<file path="config.mk">
export PLATFORM = sky130hd
export DESIGN_NAME = mem_port_arbiter
export DESIGN_NICKNAME = d
export VERILOG_FILES = /design/src/rtl/mem_port_arbiter_pkg.sv /design/src/rtl/mem_port_arbiter_store_credit_counter.sv /design/src/rtl/mem_port_arbiter.sv
export SDC_FILE = /design/constraint.sdc
export NUM_CORES = 1
export LEC_CHECK = 0
export CORE_ASPECT_RATIO = 1.25
export CORE_MARGIN = 5
export CORE_UTILIZATION = 35
export DETAILED_ROUTE_END_ITERATION = 7
export GPL_TIMING_DRIVEN = 0
export PLACE_DENSITY = 0.75
export SYNTH_ARGS = -nofsm -noshare
export SYNTH_HDL_FRONTEND = slang
export SYNTH_SLANG_ARGS = --single-unit
</file>
<file path="constraint.sdc">
create_clock -name clock -period 2.4 [get_ports clock]
set_input_delay 0.36 -clock clock [delete_from_list [all_inputs] [get_ports clock]]
set_output_delay 0.36 -clock clock [all_outputs]
set_load 0.005 [all_outputs]
</file>
<file path="src/rtl/mem_port_arbiter_pkg.sv">
// Shared types for the data-memory port arbiter: memory command/size/address/data
// types, the arbiter FSM state enum and a saturating-increment helper.
package mem_port_arbiter_pkg;

    localparam int XLEN = 32;

    typedef logic [XLEN-1:0] ADDR;
    typedef logic [XLEN-1:0] DATA;
    typedef logic [1:0]      MEM_SIZE;

    typedef enum logic [1:0] {
        NONE  = 2'd0,
        LOAD  = 2'd1,
        STORE = 2'd2
    } MEM_COMMAND;

    typedef enum logic [1:0] {
        IDLE    = 2'd0,
        ST_BUSY = 2'd1,
        LD_BUSY = 2'd2,
        DRAINED = 2'd3
    } ARB_STATE;

    function automatic logic [31:0] sat_inc32(input logic [31:0] v);
        return (v == 32'hFFFF_FFFF) ? v : v + 32'd1;
    endfunction

endpackage

</file>
<file path="src/rtl/mem_port_arbiter_store_credit_counter.sv">
// Committed-but-unwritten store counter (clamped at SQ_SZ, sticky overflow flag)
// and the saturating load-over-store starvation counter.
module store_credit_counter #(
    parameter int N            = 2,
    parameter int SQ_SZ        = 8,
    parameter int STARVE_LIMIT = 4,
    localparam int NW = $clog2(N + 1),
    localparam int PW = $clog2(SQ_SZ + 1),
    localparam int SW = $clog2(STARVE_LIMIT + 1)
) (
    input  logic          clock,
    input  logic          reset,
    input  logic [NW-1:0] i_num_retiring,
    input  logic          i_st_done,
    input  logic          i_ld_grant,
    input  logic          i_store_ok,
    input  logic          i_st_issue,
    output logic [PW-1:0] o_pending,
    output logic          o_overflow_err,
    output logic [SW-1:0] o_starve_cnt
);

    logic [PW-1:0] r_pending;
    logic          r_overflow_err;
    logic [SW-1:0] r_starve_cnt;
    logic [PW:0]   w_sum;
    logic          w_over;

    // One extra bit of headroom so retire-plus-pending can be compared against SQ_SZ
    always_comb begin
        w_sum  = {1'b0, r_pending} + (PW+1)'(i_num_retiring) - (PW+1)'(i_st_done);
        w_over = (w_sum > (PW+1)'(SQ_SZ));
    end

    always_ff @(posedge clock or negedge reset) begin
        if (!reset) begin
            r_pending      <= '0;
            r_overflow_err <= 1'b0;
            r_starve_cnt   <= '0;
        end else begin
            r_pending <= w_over ? PW'(SQ_SZ) : w_sum[PW-1:0];
            if (w_over) begin
                r_overflow_err <= 1'b1;
            end
            if (i_st_issue) begin
                r_starve_cnt <= '0;
            end else if (i_ld_grant && i_store_ok && (r_starve_cnt < SW'(STARVE_LIMIT))) begin
                r_starve_cnt <= r_starve_cnt + SW'(1);
            end
        end
    end

    assign o_pending      = r_pending;
    assign o_overflow_err = r_overflow_err;
    assign o_starve_cnt   = r_starve_cnt;

endmodule

</file>
<file path="src/rtl/mem_port_arbiter.sv">
// Single data-memory port arbiter: committed stores vs speculative loads, halt drain.
// Optional statistics counters are built when MEM_PORT_ARBITER_STATS_EN is defined.
//
// state   | meaning
// IDLE    | port free; arbitrate store vs load, or enter DRAINED after halt
// ST_BUSY | store outstanding, waiting for mem_ack
// LD_BUSY | load outstanding, waiting for mem_ack
// DRAINED | halt retired and every store written; terminal until reset
module mem_port_arbiter
    import mem_port_arbiter_pkg::*;
#(
    parameter int N            = 2,
    parameter int SQ_SZ        = 8,
    parameter int STARVE_LIMIT = 4
) (
    input  logic                       clock,
    input  logic                       reset,
    input  logic [$clog2(N+1)-1:0]     num_store_retiring,
    input  logic                       halt_retired,
    input  logic                       sq_head_valid,
    input  logic [31:0]                sq_head_addr,
    input  logic [31:0]                sq_head_data,
    input  logic [1:0]                 sq_head_size,
    output logic                       sq_pop,
    input  logic                       ld_req_valid,
    input  logic [31:0]                ld_req_addr,
    input  logic [1:0]                 ld_req_size,
    output logic                       ld_grant,
    output logic                       ld_data_valid,
    output logic [31:0]                ld_data,
    output logic [1:0]                 mem_command,
    output logic [31:0]                mem_addr,
    output logic [1:0]                 mem_size,
    output logic [31:0]                mem_wdata,
    input  logic                       mem_ack,
    input  logic [31:0]                mem_rdata,
`ifdef MEM_PORT_ARBITER_STATS_EN
    output logic [31:0]                st_issued,
    output logic [31:0]                ld_issued,
    output logic [31:0]                st_wait_cycles,
`endif
    output logic [$clog2(SQ_SZ+1)-1:0] pending_stores,
    output logic                       drained,
    output logic                       overflow_err
);

    localparam int PW = $clog2(SQ_SZ + 1);
    localparam int SW = $clog2(STARVE_LIMIT + 1);

    ARB_STATE   r_state;
    ARB_STATE   w_state_next;
    MEM_COMMAND r_cmd;
    ADDR        r_addr;
    MEM_SIZE    r_size;
    DATA        r_wdata;
    DATA        r_ld_data;
    logic       r_ld_data_valid;
    logic       r_halt_seen;
    logic       r_drained;

    logic [PW-1:0] w_pending;
    logic [SW-1:0] w_starve;
    logic          w_overflow;
    logic          w_store_ok;
    logic          w_halt_any;
    logic          w_st_win;
    logic          w_ld_win;
    logic          w_st_done;
    logic          w_ld_done;

    store_credit_counter #(
        .N            (N),
        .SQ_SZ        (SQ_SZ),
        .STARVE_LIMIT (STARVE_LIMIT)
    ) u_credit (
        .clock          (clock),
        .reset          (reset),
        .i_num_retiring (num_store_retiring),
        .i_st_done      (w_st_done),
        .i_ld_grant     (w_ld_win),
        .i_store_ok     (w_store_ok),
        .i_st_issue     (w_st_win),
        .o_pending      (w_pending),
        .o_overflow_err (w_overflow),
        .o_starve_cnt   (w_starve)
    );

    // A halt committing this cycle already blocks loads: anything younger is wrong-path.
    // Draining waits for the registered flag so same-cycle retiring stores are counted first.
    always_comb begin
        w_store_ok   = (w_pending != '0) && sq_head_valid;
        w_halt_any   = r_halt_seen || halt_retired;
        w_state_next = r_state;
        w_st_win     = 1'b0;
        w_ld_win     = 1'b0;
        w_st_done    = 1'b0;
        w_ld_done    = 1'b0;
        case (r_state)
            IDLE: begin
                if (r_halt_seen && (w_pending == '0)) begin
                    w_state_next = DRAINED;
                end else if (w_store_ok && (!ld_req_valid || (w_starve >= SW'(STARVE_LIMIT)) ||
                                            (w_pending == PW'(SQ_SZ)) || w_halt_any)) begin
                    w_st_win     = 1'b1;
                    w_state_next = ST_BUSY;
                end else if (ld_req_valid && !w_halt_any && reset) begin
                    w_ld_win     = 1'b1;
                    w_state_next = LD_BUSY;
                end
            end
            ST_BUSY: begin
                if (mem_ack) begin
                    w_st_done    = 1'b1;
                    w_state_next = IDLE;
                end
            end
            LD_BUSY: begin
                if (mem_ack) begin
                    w_ld_done    = 1'b1;
                    w_state_next = IDLE;
                end
            end
            DRAINED: w_state_next = DRAINED;
            default: w_state_next = IDLE;
        endcase
    end

    always_ff @(posedge clock or negedge reset) begin
        if (!reset) begin
            r_state         <= IDLE;
            r_cmd           <= NONE;
            r_addr          <= '0;
            r_size          <= '0;
            r_wdata         <= '0;
            r_ld_data       <= '0;
            r_ld_data_valid <= 1'b0;
            r_halt_seen     <= 1'b0;
            r_drained       <= 1'b0;
        end else begin
            r_state         <= w_state_next;
            r_ld_data_valid <= w_ld_done;
            if (w_ld_done) begin
                r_ld_data <= mem_rdata;
            end
            if (halt_retired) begin
                r_halt_seen <= 1'b1;
            end
            if (w_state_next == DRAINED) begin
                r_drained <= 1'b1;
            end
            if (w_st_win) begin
                r_cmd   <= STORE;
                r_addr  <= sq_head_addr;
                r_size  <= sq_head_size;
                r_wdata <= sq_head_data;
            end else if (w_ld_win) begin
                r_cmd   <= LOAD;
                r_addr  <= ld_req_addr;
                r_size  <= ld_req_size;
                r_wdata <= '0;
            end else if (w_st_done || w_ld_done) begin
                r_cmd <= NONE;
            end
        end
    end

`ifdef MEM_PORT_ARBITER_STATS_EN
    logic [31:0] r_st_issued;
    logic [31:0] r_ld_issued;
    logic [31:0] r_st_wait_cycles;

    always_ff @(posedge clock or negedge reset) begin
        if (!reset) begin
            r_st_issued      <= '0;
            r_ld_issued      <= '0;
            r_st_wait_cycles <= '0;
        end else begin
            if (w_st_win) begin
                r_st_issued <= sat_inc32(r_st_issued);
            end
            if (w_ld_win) begin
                r_ld_issued <= sat_inc32(r_ld_issued);
            end
            if (w_store_ok && (w_ld_win || (r_state == ST_BUSY) || (r_state == LD_BUSY))) begin
                r_st_wait_cycles <= sat_inc32(r_st_wait_cycles);
            end
        end
    end

    assign st_issued      = r_st_issued;
    assign ld_issued      = r_ld_issued;
    assign st_wait_cycles = r_st_wait_cycles;
`endif

    // The pop coincides with the ack edge so the queue head has advanced before the next arbitration
    assign sq_pop         = w_st_done;
    assign ld_grant       = w_ld_win;
    assign ld_data_valid  = r_ld_data_valid;
    assign ld_data        = r_ld_data;
    assign mem_command    = r_cmd;
    assign mem_addr       = r_addr;
    assign mem_size       = r_size;
    assign mem_wdata      = r_wdata;
    assign pending_stores = w_pending;
    assign drained        = r_drained;
    assign overflow_err   = w_overflow;

endmodule

</file>
## Word level (Yosys, flattened, before mapping)

Cells that the tools add are included.

- Add/sub/neg operators: 3
- $lt $le $gt $ge: 3
- Equal/unequal tests: 5
- Multiplexer cells: 27
- Reductions and logical operators: 21

Operators by type and width:

| kind | count |
|---|---|
| two-way mux 32 bit | 4 |
| two-way mux 2 bit | 9 |
| two-way mux 1 bit | 10 |
| logical AND 1 bit | 7 |
| equality test 2 bit, second input constant | 3 |
| two-way mux 3 bit | 2 |
| case mux 2 bit (3 select lines) | 1 |
| adder 4 x 2 -> 5 bit | 1 |
| > comparator 5 x 4 -> 1 bit, second input constant | 1 |
| logical OR 1 bit | 5 |
| subtractor 5 x 1 -> 5 bit | 1 |
| equality test 4 bit, second input constant | 1 |
| logical NOT 4 bit | 1 |
| two-way mux 4 bit | 1 |
| nonzero test 2 bit | 2 |
| nonzero test 4 bit | 1 |
| adder 3 x 1 -> 3 bit, second input constant | 1 |
| >= comparator 3 bit, second input constant | 1 |
| less-than comparator 3 bit, second input constant | 1 |
| nonzero test 3 bit | 1 |
| equality test 2 x 1 -> 1 bit, second input constant | 1 |
| logical NOT 1 bit | 2 |
| logical NOT 2 bit | 1 |
| OR reduction 2 bit | 1 |

- Register bits: 113
- Output and inout bits: 109
- Word-level logic and storage cells: 71

## Longest topological paths before layout

- Depth in word-level cells: 12
- Gate-level depth with buffers: 13
- Mapped depth without buffers: 13

## Cells and area by module

From an unflattened synthesis, not the netlist that was laid out.

- Cell total of the unflattened synthesis: 342
- Area total of the unflattened synthesis: 4,944.7 um^2

By module, submodules not included:

| module | times used | cells each | area each (um^2) |
|---|---|---|---|
| mem_port_arbiter | 1 | 294 | 4,450.5 |
| store_credit_counter | 1 | 48 | 494.2 |

## Worst setup path after synthesis

No wires, ideal clock.

- Kind: register -> register
- From: reg r_state[1]
- To: reg u_credit.r_pending[0] (netlist: u_credit.o_pending[0])
- Setup time: 0.073 ns
- Arrival time: 2.284 ns
- Required time: 2.327 ns
- Path slack: 0.042 ns
- Cell stages (with the launch flop): 14
- Buffers on the path: 0
- Clock period less this slack: 2.358 ns
- Cells stage by stage: dfrtp_1 -> inv_1 -> ha_1 -> and2_1 -> ha_1 -> inv_1 -> ha_1 -> inv_1 -> fa_1 -> nand2b_1 -> a21oi_1 -> or3_1 -> nand3_1 -> nor2_1

- Longest elaborated chain between the ends: 5

RTL lines:

| item | RTL line | source |
|---|---|---|
| from (decl) | mem_port_arbiter.sv:50 | `ARB_STATE r_state;` |
| from (signal assigned) | mem_port_arbiter.sv:140 | `r_state <= w_state_next;` |
| equality test 2 x 1 -> 1 bit (*) | mem_port_arbiter.sv:98 | `case (r_state)` |
| two-way mux 1 bit (*) | mem_port_arbiter.sv:98 |  |
| named net sq_pop | mem_port_arbiter.sv:24 | `output logic sq_pop,` |
| subtractor 5 x 1 -> 5 bit (*) | mem_port_arbiter_store_credit_counter.sv:31 | `w_sum = {1'b0, r_pending} + (PW+1)'(i_num_retiring) - (PW+1)'(i_st_done);` |
| > comparator 5 x 4 -> 1 bit | mem_port_arbiter_store_credit_counter.sv:32 | `w_over = (w_sum > (PW+1)'(SQ_SZ));` |
| two-way mux 4 bit (*) | mem_port_arbiter_store_credit_counter.sv:41 | `r_pending <= w_over ? PW'(SQ_SZ) : w_sum[PW-1:0];` |
| to (signal assigned) | mem_port_arbiter_store_credit_counter.sv:41 |  |
| to (decl) | mem_port_arbiter_store_credit_counter.sv:23 | `logic [PW-1:0] r_pending;` |

The timed path passes the listed nets; every way through them passes the cells marked *.
A chain may end at the register's enable or synchronous reset.

## Final worst setup path

- From: reg r_state[0]
- To: reg u_credit.r_pending[0] (netlist: u_credit.o_pending[0])

- Longest elaborated chain between the ends: 5

RTL lines:

| item | RTL line |
|---|---|
| equality test 2 x 1 -> 1 bit (*) | mem_port_arbiter.sv:98 |
| two-way mux 1 bit (*) | mem_port_arbiter.sv:98 |
| subtractor 5 x 1 -> 5 bit (*) | mem_port_arbiter_store_credit_counter.sv:31 |
| > comparator 5 x 4 -> 1 bit | mem_port_arbiter_store_credit_counter.sv:32 |
| two-way mux 4 bit (*) | mem_port_arbiter_store_credit_counter.sv:41 |

Every way passes the cells marked *; elsewhere a longest branch is shown, timed or not.

==> impl_metrics.json <==
{
  "powerDensity_nw_per_um2": 1240,
  "start_util_pct": 35.9,
  "vias_per_cell": 5.01,
  "yosys_warnings": 0,
  "die_x_um": 114,
  "grt-ovfl-total": 0,
  "mostFrequentLayoutCells": "clkdlybuf4s50_1 (246), dfrtp_1 (112), and2_1 (34), a221o_1 (34)",
  "area_growth_pct": 76.6,
  "synth_cells": 348,
  "numCtsBuffers": 17,
  "required_ns": 2.73,
  "finalPower_mw": 10.5,
  "synth_cell_types": 42,
  "fin_crit_ns": 2.32,
  "synth.area.top_cells": "dfrtp_1 (59%), mux2_2 (7.5%), a221o_1 (7.1%), a22o_1 (5.9%), and2_1 (4.6%)",
  "max-clock-path-buffers": 2,
  "synth_top_area_share_pct": 59.2,
  "finalCritPeriodShare_pct": 96.5,
  "dpl.hpwl_um": 11500,
  "crit_path_end_kind": "flop",
  "port_buffers": 248,
  "r2r_slack_ns": 0.08,
  "cp-start-kind": "flop",
  "num_rows": 47,
  "worst_pin_slew_ns": 0.565,
  "instances_no_fill": 813,
  "gr-usage-met1_pct": 22.4,
  "cts_tree": "done",
  "path_clk_slew_ns": 0.05,
  "final_util_pct": 63.5,
  "insertion_delay_ns": 0.40,
  "peakVddDrop_mv": 0.670,
  "cp_max_fo": 4,
  "drt_iter0_markers": 118,
  "holdWs_ns": 0.0214,
  "vias": 4074,
  "fillers": 1027,
  "finClkSkew_ns": 0.0116,
  "antenna_found_initial": 0,
  "use_met2_pct": 35.2,
  "fmax_mhz": 432,
  "final_area_sq_um": 8430,
  "setup_viol": 0,
  "synth_area_leader_cell": "dfrtp_1",
  "h-tree-depth": 4,
  "syn_nets": 502,
  "syn_avg_cell_area_sq_um": 13.7,
  "grt_max_degree": 54,
  "slew_headroom_pct": 62.3,
  "ys_seq_area_share_pct": 59.2,
  "final_common_cell": "clkdlybuf4s50_1",
  "wl_per_cell_um": 19.8,
  "grt_use_met3_pct": 5.49,
  "maxSlewViolCount": 0,
  "clock-sinks": 113,
  "boundaryPins": 249,
  "status": "finished clean",
  "route.detailed.drc": 0,
  "min_path_type": "primary input to asynchronous set/reset pin",
  "drive_above_1_share_pct": 18.2,
  "crit_arrival_ns": 2.65,
  "busiest_layer": "met2",
  "placed_area_sq_um": 7500,
  "routed_wirelength_um": 16100,
  "core_area_sq_um": 13300,
  "grt_pass1_wl_um": 24700,
  "postRouteAntennaNets": 0,
  "hold_viol": 0,
  "clockRootBuffer": "clkbuf_16",
  "worst-setup-path-type": "flop to flop",
  "p_leak_nw": 3.69,
  "nets": 784,
  "dieArea_sq_um": 16100,
  "dr.pass1.iters": 4,
  "die_y_um": 141,
  "synth_area_sq_um": 4770,
  "grt_pass1_vias": 4563,
  "grt_usage_pct": 19.8,
  "dp_cells": 768,
  "max_cap_viol_count": 0,
  "ys_ff_latch": 113,
  "globalplace.congestion": 0.827,
  "diodes": 0
}
## where the power goes
part | total, mW | internal (mW) | switching, mW
Clock | 2.68 | 1.79 | 0.884
Sequential | 3.30 | 2.79 | 0.509
Combinational | 4.50 | 2.86 | 1.64
Total | 10.5 | 7.44 | 3.04
## synthesized netlist by cell type (all sizes together)
cell,n
a21boi,1
a21o,3
a21oi,3
a221o,34
a22o,32
a31o,3
a31oi,2
a32o,1
and2,35
and4bb,1
buf,15
clkbuf,5
dfrtp,113
fa,1
ha,13
inv,19
mux2,32
mux2i,1
nand2,6
nand2b,2
nand3,2
nand4b,1
nor2,10
nor2b,1
nor3,2
nor4b,1
o21ai,1
o311ai,1
o41ai,1
or2,1
or3,1
or3b,1
xnor2,2
xor2,1
## what timing repair did
item / in CTS / in global routing
gates cloned: 1 / 0
hold endpoints to repair: 53 / 0
resized for setup: 21 / 7
hold buffers: 3 / 0
pin swaps: 4 / 4
setup endpoints to repair: 34 / 5
setup buffers: 7 / 3
## stage by stage
step	setup WS [ns]	setup TNS [ns]
after global routing	-0.00855	-0.0114
after CTS	0.0122	0
after global placement	-4.60	-652.21
final	0.0843	0
after floorplan	0.0423	0
after detailed placement	-1.09	-29.35
## per-layer routing
metal	up-vias	part of all wire, %
met2	190	52
met4	0	2.3
li1	1837	-
met1	2019	38
met5	-	0
met3	28	7.5
## cell type report
type	count	area [sq um]	area share (%)
well taps	171	214	2.54
flip-flops and latches	113	2830	33.5
inverters	19	71.3	0.846
plain buffers	20	140	1.66
multi-input cells	196	1830	21.8
clock buffers	19	453	5.37
clock inverters	12	183	2.17
repair buffers	263	2710	32.1
## state kept, by name (all words and copies together), names as in the netlist, 2 cells and up
register               count
mem_command                2
ld_data                   32
u_credit.o_pending         4
mem_size                   2
mem_wdata                 32
u_credit.o_starve_cnt      3
r_state                    2
mem_addr                  32
## kinds of logic after synthesis
logic type | after synthesis | share of synthesized area, %
simple gates | 64 | 8.23
mux | 33 | 7.76
compound gates | 82 | 16.1
xor+xnor | 3 | 0.550
fa+ha+maj | 14 | 3.83
flops | 113 | 59.2
buf+inv | 39 | 4.30
## path summary, 6_finish.rpt
check,start,endpoint,cells past startpoint
hold / removal,reset,mem_wdata[30],3
min in group clock,u_credit.o_overflow_err,u_credit.o_overflow_err,1
setup / recovery,r_state[0],u_credit.o_pending[0],12
hold reg to reg,u_credit.o_overflow_err,u_credit.o_overflow_err,1
setup reg to reg,r_state[0],u_credit.o_pending[0],12
max in group asynchronous,reset,ld_data[0],3
## worst max-delay path, stage by stage (launching register included)
cell and delay (ns):
dfrtp_1 0.38, ha_1 0.20, and2_4 0.16, ha_4 0.23, inv_2 0.06, ha_4 0.13, inv_2 0.04, fa_2 0.36
nand2b_4 0.16, a21oi_4 0.17, or3_4 0.16, nand3_4 0.08, nor2_1 0.13
Note: power is estimated with default switching activity, not from simulation.
